==> src/rtl/mem1port_arbiter_if.sv <==
// rtl/mem1port_arbiter_if.sv - requester and SRAM port bundle for the single-port memory arbiter
interface mem1port_arbiter_if;
  // instruction fetch port
  logic        i_valid;
  logic [29:0] i_addr;
  logic        i_gnt;
  logic        i_rresp;
  logic [31:0] i_rdata;
  // data read port
  logic        d_rvalid;
  logic [29:0] d_raddr;
  logic        d_rgnt;
  logic        d_rresp;
  logic [31:0] d_rdata;
  // data write port
  logic        d_wvalid;
  logic [29:0] d_waddr;
  logic [31:0] d_wdata;
  logic [3:0]  d_wstrb;
  logic        d_wgnt;
  // SRAM port
  logic        m_ready;
  logic        m_we;
  logic [29:0] m_addr;
  logic [31:0] m_wdata;
  logic [3:0]  m_wstrb;
  logic        m_rresp;
  logic [31:0] m_rdata;
  // status
  logic        wb_full;

  // arbiter side
  modport slave (
    input  i_valid, i_addr, d_rvalid, d_raddr,
    input  d_wvalid, d_waddr, d_wdata, d_wstrb,
    input  m_rresp, m_rdata,
    output i_gnt, i_rresp, i_rdata, d_rgnt, d_rresp, d_rdata, d_wgnt,
    output m_ready, m_we, m_addr, m_wdata, m_wstrb, wb_full
  );

  // requesters plus SRAM side
  modport master (
    output i_valid, i_addr, d_rvalid, d_raddr,
    output d_wvalid, d_waddr, d_wdata, d_wstrb,
    output m_rresp, m_rdata,
    input  i_gnt, i_rresp, i_rdata, d_rgnt, d_rresp, d_rdata, d_wgnt,
    input  m_ready, m_we, m_addr, m_wdata, m_wstrb, wb_full
  );
endinterface

==> src/rtl/mem1port_arbiter.sv <==
// rtl/mem1port_arbiter.sv - shares one single-port SRAM between instruction fetch, data reads and a posted write buffer
module mem1port_arbiter #(
  parameter int IFETCH_MAXWAIT = 4
) (
  input  logic                clk,
  input  logic                resetb,
  mem1port_arbiter_if.slave   bus
);

  localparam int CW = $clog2(IFETCH_MAXWAIT + 1);
  localparam logic [CW-1:0] ICNT_MAX = CW'(IFETCH_MAXWAIT);

  typedef enum logic [1:0] {SEL_IDLE, SEL_IF, SEL_DR, SEL_DRAIN} sel_e;
  typedef enum logic [1:0] {OWN_NONE, OWN_IF, OWN_DR} owner_e;

  // registered state
  logic          wb_valid;
  logic [29:0]   wb_addr;
  logic [31:0]   wb_data;
  logic [3:0]    wb_strb;
  owner_e        owner;
  logic [CW-1:0] icnt;

  // next-state values
  logic          wb_valid_nxt;
  logic [29:0]   wb_addr_nxt;
  logic [31:0]   wb_data_nxt;
  logic [3:0]    wb_strb_nxt;
  owner_e        owner_nxt;
  logic [CW-1:0] icnt_nxt;

  sel_e sel;
  logic hit;
  logic wgnt;

  // Pick this cycle's memory operation; a same-word read behind the buffer forces the drain first
  always_comb begin
    hit = wb_valid && bus.d_rvalid && (bus.d_raddr == wb_addr);
    if (hit)
      sel = SEL_DRAIN;
    else if (bus.i_valid && (icnt == ICNT_MAX))
      sel = SEL_IF;
    else if (bus.d_rvalid)
      sel = SEL_DR;
    else if (wb_valid && bus.d_wvalid)
      sel = SEL_DRAIN;
    else if (bus.i_valid)
      sel = SEL_IF;
    else if (wb_valid)
      sel = SEL_DRAIN;
    else
      sel = SEL_IDLE;
  end

  // Drive the SRAM port and grants from the selection and compute the next register values
  always_comb begin
    bus.i_gnt   = 1'b0;
    bus.d_rgnt  = 1'b0;
    bus.m_ready = 1'b0;
    bus.m_we    = 1'b0;
    bus.m_addr  = '0;
    bus.m_wdata = '0;
    bus.m_wstrb = '0;
    owner_nxt   = OWN_NONE;

    case (sel)
      SEL_IF: begin
        bus.m_ready = 1'b1;
        bus.m_addr  = bus.i_addr;
        bus.i_gnt   = 1'b1;
        owner_nxt   = OWN_IF;
      end
      SEL_DR: begin
        bus.m_ready = 1'b1;
        bus.m_addr  = bus.d_raddr;
        bus.d_rgnt  = 1'b1;
        owner_nxt   = OWN_DR;
      end
      SEL_DRAIN: begin
        bus.m_ready = 1'b1;
        bus.m_we    = 1'b1;
        bus.m_addr  = wb_addr;
        bus.m_wdata = wb_data;
        bus.m_wstrb = wb_strb;
      end
      default: ;
    endcase

    // the buffer accepts a write when empty or when it is being emptied this cycle
    wgnt       = bus.d_wvalid && (!wb_valid || (sel == SEL_DRAIN));
    bus.d_wgnt = wgnt;

    wb_valid_nxt = wb_valid && (sel != SEL_DRAIN);
    wb_addr_nxt  = wb_addr;
    wb_data_nxt  = wb_data;
    wb_strb_nxt  = wb_strb;
    if (wgnt) begin
      wb_valid_nxt = 1'b1;
      wb_addr_nxt  = bus.d_waddr;
      wb_data_nxt  = bus.d_wdata;
      wb_strb_nxt  = bus.d_wstrb;
    end

    if (!bus.i_valid || (sel == SEL_IF))
      icnt_nxt = '0;
    else if (icnt != ICNT_MAX)
      icnt_nxt = icnt + CW'(1);
    else
      icnt_nxt = icnt;
  end

  // State registers; reset drops any in-flight response and the buffered write
  always_ff @(posedge clk or negedge resetb) begin
    if (!resetb) begin
      wb_valid <= 1'b0;
      wb_addr  <= '0;
      wb_data  <= '0;
      wb_strb  <= '0;
      owner    <= OWN_NONE;
      icnt     <= '0;
    end else begin
      wb_valid <= wb_valid_nxt;
      wb_addr  <= wb_addr_nxt;
      wb_data  <= wb_data_nxt;
      wb_strb  <= wb_strb_nxt;
      owner    <= owner_nxt;
      icnt     <= icnt_nxt;
    end
  end

  // read data is shared; only the valid flags are steered to the owner
  assign bus.i_rresp = bus.m_rresp && (owner == OWN_IF);
  assign bus.d_rresp = bus.m_rresp && (owner == OWN_DR);
  assign bus.i_rdata = bus.m_rdata;
  assign bus.d_rdata = bus.m_rdata;
  assign bus.wb_full = wb_valid;

endmodule

==> src/flat_wrapper.sv <==
// flat-port wrapper written by rule: the top's interface ports become plain ports
module mem1port_arbiter_flat 
#(
  parameter int IFETCH_MAXWAIT = 4
)
  (clk, resetb, bus_i_valid, bus_i_addr, bus_d_rvalid, bus_d_raddr, bus_d_wvalid, bus_d_waddr, bus_d_wdata, bus_d_wstrb, bus_m_rresp, bus_m_rdata, bus_i_gnt, bus_i_rresp, bus_i_rdata, bus_d_rgnt, bus_d_rresp, bus_d_rdata, bus_d_wgnt, bus_m_ready, bus_m_we, bus_m_addr, bus_m_wdata, bus_m_wstrb, bus_wb_full);
  mem1port_arbiter_if bus_i ();
  input  logic clk;
  input  logic resetb;
  input wire logic [$bits(bus_i.i_valid)-1:0] bus_i_valid;
  input wire logic [$bits(bus_i.i_addr)-1:0] bus_i_addr;
  input wire logic [$bits(bus_i.d_rvalid)-1:0] bus_d_rvalid;
  input wire logic [$bits(bus_i.d_raddr)-1:0] bus_d_raddr;
  input wire logic [$bits(bus_i.d_wvalid)-1:0] bus_d_wvalid;
  input wire logic [$bits(bus_i.d_waddr)-1:0] bus_d_waddr;
  input wire logic [$bits(bus_i.d_wdata)-1:0] bus_d_wdata;
  input wire logic [$bits(bus_i.d_wstrb)-1:0] bus_d_wstrb;
  input wire logic [$bits(bus_i.m_rresp)-1:0] bus_m_rresp;
  input wire logic [$bits(bus_i.m_rdata)-1:0] bus_m_rdata;
  output wire logic [$bits(bus_i.i_gnt)-1:0] bus_i_gnt;
  output wire logic [$bits(bus_i.i_rresp)-1:0] bus_i_rresp;
  output wire logic [$bits(bus_i.i_rdata)-1:0] bus_i_rdata;
  output wire logic [$bits(bus_i.d_rgnt)-1:0] bus_d_rgnt;
  output wire logic [$bits(bus_i.d_rresp)-1:0] bus_d_rresp;
  output wire logic [$bits(bus_i.d_rdata)-1:0] bus_d_rdata;
  output wire logic [$bits(bus_i.d_wgnt)-1:0] bus_d_wgnt;
  output wire logic [$bits(bus_i.m_ready)-1:0] bus_m_ready;
  output wire logic [$bits(bus_i.m_we)-1:0] bus_m_we;
  output wire logic [$bits(bus_i.m_addr)-1:0] bus_m_addr;
  output wire logic [$bits(bus_i.m_wdata)-1:0] bus_m_wdata;
  output wire logic [$bits(bus_i.m_wstrb)-1:0] bus_m_wstrb;
  output wire logic [$bits(bus_i.wb_full)-1:0] bus_wb_full;
  assign bus_i.i_valid = bus_i_valid;
  assign bus_i.i_addr = bus_i_addr;
  assign bus_i.d_rvalid = bus_d_rvalid;
  assign bus_i.d_raddr = bus_d_raddr;
  assign bus_i.d_wvalid = bus_d_wvalid;
  assign bus_i.d_waddr = bus_d_waddr;
  assign bus_i.d_wdata = bus_d_wdata;
  assign bus_i.d_wstrb = bus_d_wstrb;
  assign bus_i.m_rresp = bus_m_rresp;
  assign bus_i.m_rdata = bus_m_rdata;
  assign bus_i_gnt = bus_i.i_gnt;
  assign bus_i_rresp = bus_i.i_rresp;
  assign bus_i_rdata = bus_i.i_rdata;
  assign bus_d_rgnt = bus_i.d_rgnt;
  assign bus_d_rresp = bus_i.d_rresp;
  assign bus_d_rdata = bus_i.d_rdata;
  assign bus_d_wgnt = bus_i.d_wgnt;
  assign bus_m_ready = bus_i.m_ready;
  assign bus_m_we = bus_i.m_we;
  assign bus_m_addr = bus_i.m_addr;
  assign bus_m_wdata = bus_i.m_wdata;
  assign bus_m_wstrb = bus_i.m_wstrb;
  assign bus_wb_full = bus_i.wb_full;
  mem1port_arbiter #(.IFETCH_MAXWAIT(IFETCH_MAXWAIT)) u_core (.clk(clk), .resetb(resetb), .bus(bus_i));
endmodule
==> config.mk <==
export PLATFORM = sky130hd
export DESIGN_NAME = mem1port_arbiter_flat
export DESIGN_NICKNAME = d
export VERILOG_FILES = /design/src/rtl/mem1port_arbiter_if.sv /design/src/rtl/mem1port_arbiter.sv /design/src/flat_wrapper.sv
export SDC_FILE = /design/constraint.sdc
export NUM_CORES = 1
export LEC_CHECK = 0
export CELL_PAD_IN_SITES_DETAIL_PLACEMENT = 2
export CELL_PAD_IN_SITES_GLOBAL_PLACEMENT = 2
export CORE_ASPECT_RATIO = 1.4
export CORE_UTILIZATION = 37
export CTS_BUF_LIST = sky130_fd_sc_hd__clkbuf_16
export DETAILED_ROUTE_END_ITERATION = 6
export DONT_BUFFER_PORTS = 1
export GPL_TIMING_DRIVEN = 0
export HOLD_SLACK_MARGIN = 0.06
export PLACE_DENSITY = 0.95
export SLEW_MARGIN = 20
export SYNTH_ARGS = -nofsm -noshare
export SYNTH_HDL_FRONTEND = slang
export SYNTH_SLANG_ARGS = --single-unit
export TNS_END_PERCENT = 20
==> constraint.sdc <==
create_clock -name clk -period 4.43 [get_ports clk]
set_clock_uncertainty 0.2 [all_clocks]
set_input_delay 0.443 -clock clk [delete_from_list [all_inputs] [get_ports clk]]
set_output_delay 0.443 -clock clk [all_outputs]
set_load 0.1 [all_outputs]
==> out/qor.csv <==
stage,metric,value,unit
setup_path,crit_required,3.79,ns
placed_design,place_congestion,0.8797,
clocking,cts_tree,yes,
synth,netlist_instances,712,
setup_path,slowest_delay,0.90,ns
floorplanning,core_area,14990,µm²
detailed_routing,drt-total-wl,29900,µm
clocking,cts_root_buf,clkbuf_16,
detailed_routing,top_layer_used,met4,
worst_hold_path,hp-class,primary input to flip-flop,
floorplanning,die_width,106.8,µm
timing,fin_hold_ws,0.1578,ns
cells_and_area,syn_to_final_growth,28.57,%
synth,synth.area.top_cells,"dfrtp_1 (32%), a311o_1 (12%), buf_4 (8.5%)",
synth,avgSynthCellArea,7.985,µm²
placed_design,io_buffers,0,
global_route,grt_pass1_wl,42410,µm
synth,synth_top_area_share,31.69,%
global_route,grt_remaining_overflow,0,
synth,synth-compound-area-share,32.15,%
cells_and_area,final_cell_mix,"inv_1 (74), nand2_1 (71), dfrtp_1 (71), nor3_1 (67), o22ai_1 (67)",
synth,synth_edf_count,0,
synth,synth_cell_types,31,
synth,yosys.area.top_type,dfrtp_1,
power_and_ir_drop,p_per_area,577.5,nW/µm²
clocking,clk_latency,0.34,ns
power_and_ir_drop,p_comb_share,55.7,%
detailed_routing,drt-initial-drc-count,376,
clocking,cts_buffers,9,
synth,ys_ff_latch,72,
clocking,cts_buffer_depth,2,
synth,muxShareOfSynthArea,0,%
clocking,clkTransAtPathRegs,0.06,ns
global_route,grt_pass1_vias,6813,
detailed_routing,first_pass_iters,5,
timing,fmax,226.6,MHz
cells_and_area,final_nets,894,
global_route,grt_antenna_before_repair,0,
detailed_routing,drc,0,
setup_path,cp_slowest_cell,a21oi_1,
global_route,grt_max_degree,73,
synth,synth-seq-area-share,31.69,%
setup_path,path_cells,inv_1 > ha_1 > o2bb2ai_1 > a22oi_1 > a21oi_1 > clkbuf_1 > clkbuf_1 > a21boi_4,
setup_path,critPathLaunchType,flip-flop,
run,maxCapViolCount,0,
clocking,clock-sinks,72,
power_and_ir_drop,ir_drop,243.8,µV
global_route,gr-usage-all-layers,35.73,%
synth,synth-main-ff-cell,dfrtp_1,
synth,synth_area,5685,µm²
floorplanning,rows,53,
cells_and_area,fillers,1595,
power_and_ir_drop,p_leak,2.816,nW
cells_and_area,n_antenna_cell,0,
timing,hold_violations,0,
detailed_routing,wl_met2,15420,µm
floorplanning,initial_core_util,37.94,%
synth,yosys_warnings,0,
power_and_ir_drop,switchingPower,2.374,mW
synth,synth.net_count,878,
power_and_ir_drop,power.total,4.222,mW
power_and_ir_drop,clkPwrFrac,18.7,%
placed_design,dp_hpwl,21380,µm
cells_and_area,final_common_cell,inv_1,
floorplanning,die_h,148.7,µm
detailed_routing,vias_per_cell,6.671,
cells_and_area,layout-drive-gt1-share,23.74,%
setup_path,critical_path_class,flip-flop to primary output,
clocking,htree_levels,3,
timing,relSlewSlack,26.69,%
outcome,status,finished clean,
power_and_ir_drop,power_frac_seq,25.7,%
timing,finalCritPeriodShare,99.61,%
setup_path,critPathBufInv,3,
detailed_routing,wl_met1,10200,µm
synth,synth_top_family_by_area,compound AO/OA/AOI/OAI gates,
timing,worst_slew_pin_slew,1.100,ns
detailed_routing,routedWlPerCell,32.32,µm
setup_path,critPathMaxFanout,10,
setup_path,crit_family,compound AO/OA/AOI/OAI gates,
synth,async_reset_ff_share,100.0,%
timing,setup_viol,0,
setup_path,cp.arrival,3.77,ns
synth,yosys.area_share.simple,12.90,%
detailed_routing,vias,6171,
power_and_ir_drop,internal-power,1.848,mW
timing,rsz0062_at_grt,true,
detailed_routing,wl_met3,2976,µm
synth,yosys.area_share.adder,0.4401,%
timing,post-route-min-period,4.413,ns
timing,drv_slew,0,
synth,synthXorXnorAreaFrac,4.776,%
power_and_ir_drop,swShare,56.23,%
floorplanning,io-pin-count,302,
setup_path,path_common_cell,clkbuf_1,
detailed_routing,ant_nets,0,
floorplanning,dieArea,15870,µm²
setup_path,cp-end-kind,primary output,
-- layer usage --
metal	global-route usage, %	vias up
li1	-	2593
met1	36.72	3139
met2	63.68	354
met3	13.15	85
met4	16.78	0
met5	0	-
-- cells in the mapped netlist (2+ instances only) --
cell	count
ha_1	2
nor4_1	7
nand3_1	2
o2bb2ai_1	31
buf_1	5
a21oi_1	37
inv_1	71
nand4_1	2
buf_4	64
a311o_1	66
nor2_1	4
and2_1	4
buf_2	10
a21boi_0	2
o22ai_1	67
a22oi_1	31
dfrtp_1	72
xor2_1	30
nand2_1	72
clkbuf_1	56
nor3_1	67
-- worst register-to-register path: cells and delay by family (launching register included) --
family                     cells  cell delay [ns]
AOI/OAI and AO/OA              4             1.49
DFF                            1             0.42
buffers and inverters          3             1.16
adders and majority gates      1             0.30
-- flip-flops by register name, summed over array words and instances (netlist names) --
name and flops:
u_core.bus.wb_full 1, u_core.icnt 3, u_core.owner 2, u_core.wb_addr 30, u_core.wb_data 32, u_core.wb_strb 4
-- power groups by stage --
stage	Sequential [mW]	Clock, mW	Combinational (mW)
5_1_grt	1.10	0.820	2.41
6_report	1.08	0.788	2.35
3_3_place_gp	1.01	0	1.96
3_5_place_dp	1.06	0	2.18
2_1_floorplan	0.970	0	1.78
4_1_cts	1.06	0.788	2.28
-- kinds of logic after synthesis --
kind of cell / Yosys count
adder cells (fa/ha/maj): 2
flip-flops: 72
AND/OR/NAND/NOR: 161
AO/OA/AOI/OAI: 240
buffers and inverters: 206
XOR/XNOR: 31
-- path summary, 6_finish.rpt --
check / startpoint / end / slack [ns] / cells after the start
max in group asynchronous: resetb / u_core.bus.wb_full / 3.15 / 2
min: bus_i_valid / u_core.icnt[0] / 0.16 / 2
min in group asynchronous: resetb / u_core.wb_data[21] / 0.52 / 2
max: u_core.icnt[0] / bus_d_wgnt / 0.02 / 8
max reg2reg: u_core.icnt[0] / u_core.wb_addr[17] / 0.79 / 8
min reg2reg: u_core.wb_data[28] / u_core.wb_data[28] / 0.32 / 1
-- final cells by class --
class | count | area (µm²) | area share (%)
plain buffers | 135 | 774.5 | 10.60
inverters | 71 | 266.5 | 3.646
clock buffers | 9 | 225.2 | 3.081
flip-flops and latches | 72 | 1805 | 24.70
repair buffers | 5 | 72.57 | 0.9928
clock inverters | 7 | 80.08 | 1.096
multi-input cells | 434 | 3845 | 52.60
well taps | 192 | 240.2 | 3.287
-- per-stage QoR --
stage	setup WS, ns	cell area (µm²)	TNS, ns	util (%)	std cells
after CTS	0.02385	7157	0	47.75	925
after floorplan	0.01202	5685	0	-	712
after detailed placement	-0.5909	6516	-21.86	43.48	905
after global routing	-0.08756	7310	-0.2448	48.77	925
final	0.01735	7310	0	48.77	925
after global placement	-0.9828	5926	-41.60	39.54	904
-- timing repair --
action                                 in CTS  in global routing
pin swaps                                   8                  4
resized for setup                          42                 16
hold buffers                                2                  0
buffers inserted                            2                  0
cloned                                      0                  0
endpoints found under the hold margin      72                  0
setup endpoints to repair                  69                 42
No activity file was read; power rests on OpenSTA's default activity.
==> patch: new RTL, same flow settings <==
Reset style: synchronous (`resetb`), changed in one clocked block.
--- a/src/rtl/mem1port_arbiter.sv
+++ b/src/rtl/mem1port_arbiter.sv
@@ -110,7 +110,7 @@
   end
 
   // State registers; reset drops any in-flight response and the buffered write
-  always_ff @(posedge clk or negedge resetb) begin
+  always_ff @(posedge clk) begin
     if (!resetb) begin
       wb_valid <= 1'b0;
       wb_addr  <= '0;
Formal check against the unedited RTL: differs if resetb is asserted again (counterexample within 4 cycles, from zero or initial values and one cycle with resetb low); with resetb held inactive, the same outputs for 4 cycles.
==> patch against the original RTL <==
  * Setup slack better by 0.19 ns
  * Die area rose by 0.91%
  * Synthesized area is 0.92% higher
  * First-iteration DRC count decreased by 34%
  * Largest cell class unchanged
  * Sequential cell count unchanged
  * Routed wire length down 11%
  * Design area decreased by 11%
  * Hold slack worse by 0.033 ns
  * Register-to-register slack better by 0.08 ns
Power is not compared: it rests on default switching activity, and its combinational part moved more than twofold at a synthesized area within 25%.
==> patch: results (changes against the original RTL) <==
Global route
  – First-pass GRT wire length: 39.6 mm (-6.7%)
  – Met1 GRT Util: 33.7% (-3.0 points)
  – Initial antenna violation count: 5 (+5)
  – Met2 usage: 58.0% (-5.6 points)
  – Number of global-route vias before repair: 6941 (+1.9%)
  – Met3 GRT Util: 6.25% (-6.9 points)
  – GRT Total Usage: 32.1% (-3.7 points)

Synth
  – Mapped Area: 5740 um2 (+0.92%)
  – Compound-gate portion of the synthesized area: 29.9% (-2.2 points)
  – Share of flip-flops with an asynchronous set or reset: 0% (-100 points)
  – Syn_nets: 897 (+2.2%)
  – Top cells by area, synth: dfxtp_1 25%, a32oi_1 10%, o311ai_0 9.3%
  – Synth Area in XOR/XNOR: 4.73% (-0.044 points)
  – Mapped Cells: 731 (+2.7%)
  – Adder-cell share of the synthesized area: 0.436% (-0.0040 points)
  – Library cells used by synthesis: 34 (+9.7%)

Status
  – Status: complete, no violations

Finish
  – Layout cells sized above 1: 21.2% (-2.6 points)
  – NonClk Buf Share: 13.3% (+1.8 points)
  – Layout Cells excl Fill: 945 (+2.2%)
  – Reg area: 1440 um2 (-20%)
  – Multi-input combinational area share: 56.5% (+3.9 points)
  – Clk tree area frac: 3.75% (-0.43 points)
  – Inverters, non-clock: 4 (-94%)
  – Repair and plain buffers: 155 (+11%)
  – Final instance area: 6510 um2 (-11%)
  – Final #Nets: 909 (+1.7%)
  – Comb_multi_in: 501 (+15%)
  – CLK BUF: 9 (unchanged)
  – Fillers: 1717 (+7.6%)
  – Diodes inserted: 7 (+7)

Placed design
  – Place WS: -0.0606 ns (+0.530 ns)
  – RD Place Congestion: 0.856 (-2.6%)
  – DP Area: 6190 um2 (-5.0%)
  – Placed cell count: 924 (+2.1%)
  – Hpwl dp: 20.5 mm (-4.2%)

Setup path
  – R2R setup slack: 0.87 ns (+0.08 ns)
  – Data arrival, critical path: 3.58 ns (-0.19 ns)
  – CP max stage cell: and2_1
  – Crit path max-delay family: simple AND/OR/NAND/NOR gates
  – Worst path max stage delay: 0.82 ns (-0.08 ns)
  – Crit Reg-Reg Startpoint: u_core.wb_addr[24]
  – Reg-to-Reg End: u_core.wb_addr[20]

Route
  – Drt first pass iters: 4 (-1)
  – Metal2 WL: 13.9 mm (-9.9%)
  – Final wirelength: 26.6 mm (-11%)
  – Metal-1 WL: 9.65 mm (-5.4%)
  – Routed wl met3: 1.59 mm (-47%)
  – DRT iter0 DRCs: 247 (-34%)

Power and ir drop
  – Overall power: 0.00227 W

STA
  – Slew headroom: 21.0% (-5.7 points)

CTS
  – Post-CTS Setup Inserts: 0 (-2)

Worst hold path
  – Hold Path End: u_core.icnt[0]
[patch: cell count changes in the layout (fill, tap and decap cells not counted), moves of 28 or more]
cell       before  now
a21oi_4        36    0
a311o_1        66    0
a32oi_1         0   66
and3_1          0   69
dfrtp_1        71    0
dfxtp_1         0   71
inv_1          74    6
nand3_1         2   67
nor3_1         67    0
o22ai_1        67    0
o2bb2ai_2       0   28
o2bb2ai_4      30    2
o311ai_0        0   61
[patch: how the worst max path moves through the flow]
stage                       start  slack, ns  depth (start not counted)              end
6_report       u_core.bus.wb_full       0.21                          6   bus_m_wdata[5]
5_1_grt        u_core.bus.wb_full       0.02                          6   bus_m_wdata[5]
4_1_cts        u_core.bus.wb_full      0.005                          6  bus_m_wdata[25]
3_5_place_dp   u_core.bus.wb_full      -0.06                          6    bus_m_addr[8]
3_3_place_gp      bus_d_raddr[24]      -0.47                          6   bus_m_addr[21]
2_1_floorplan  u_core.bus.wb_full       0.17                          6   bus_m_addr[20]
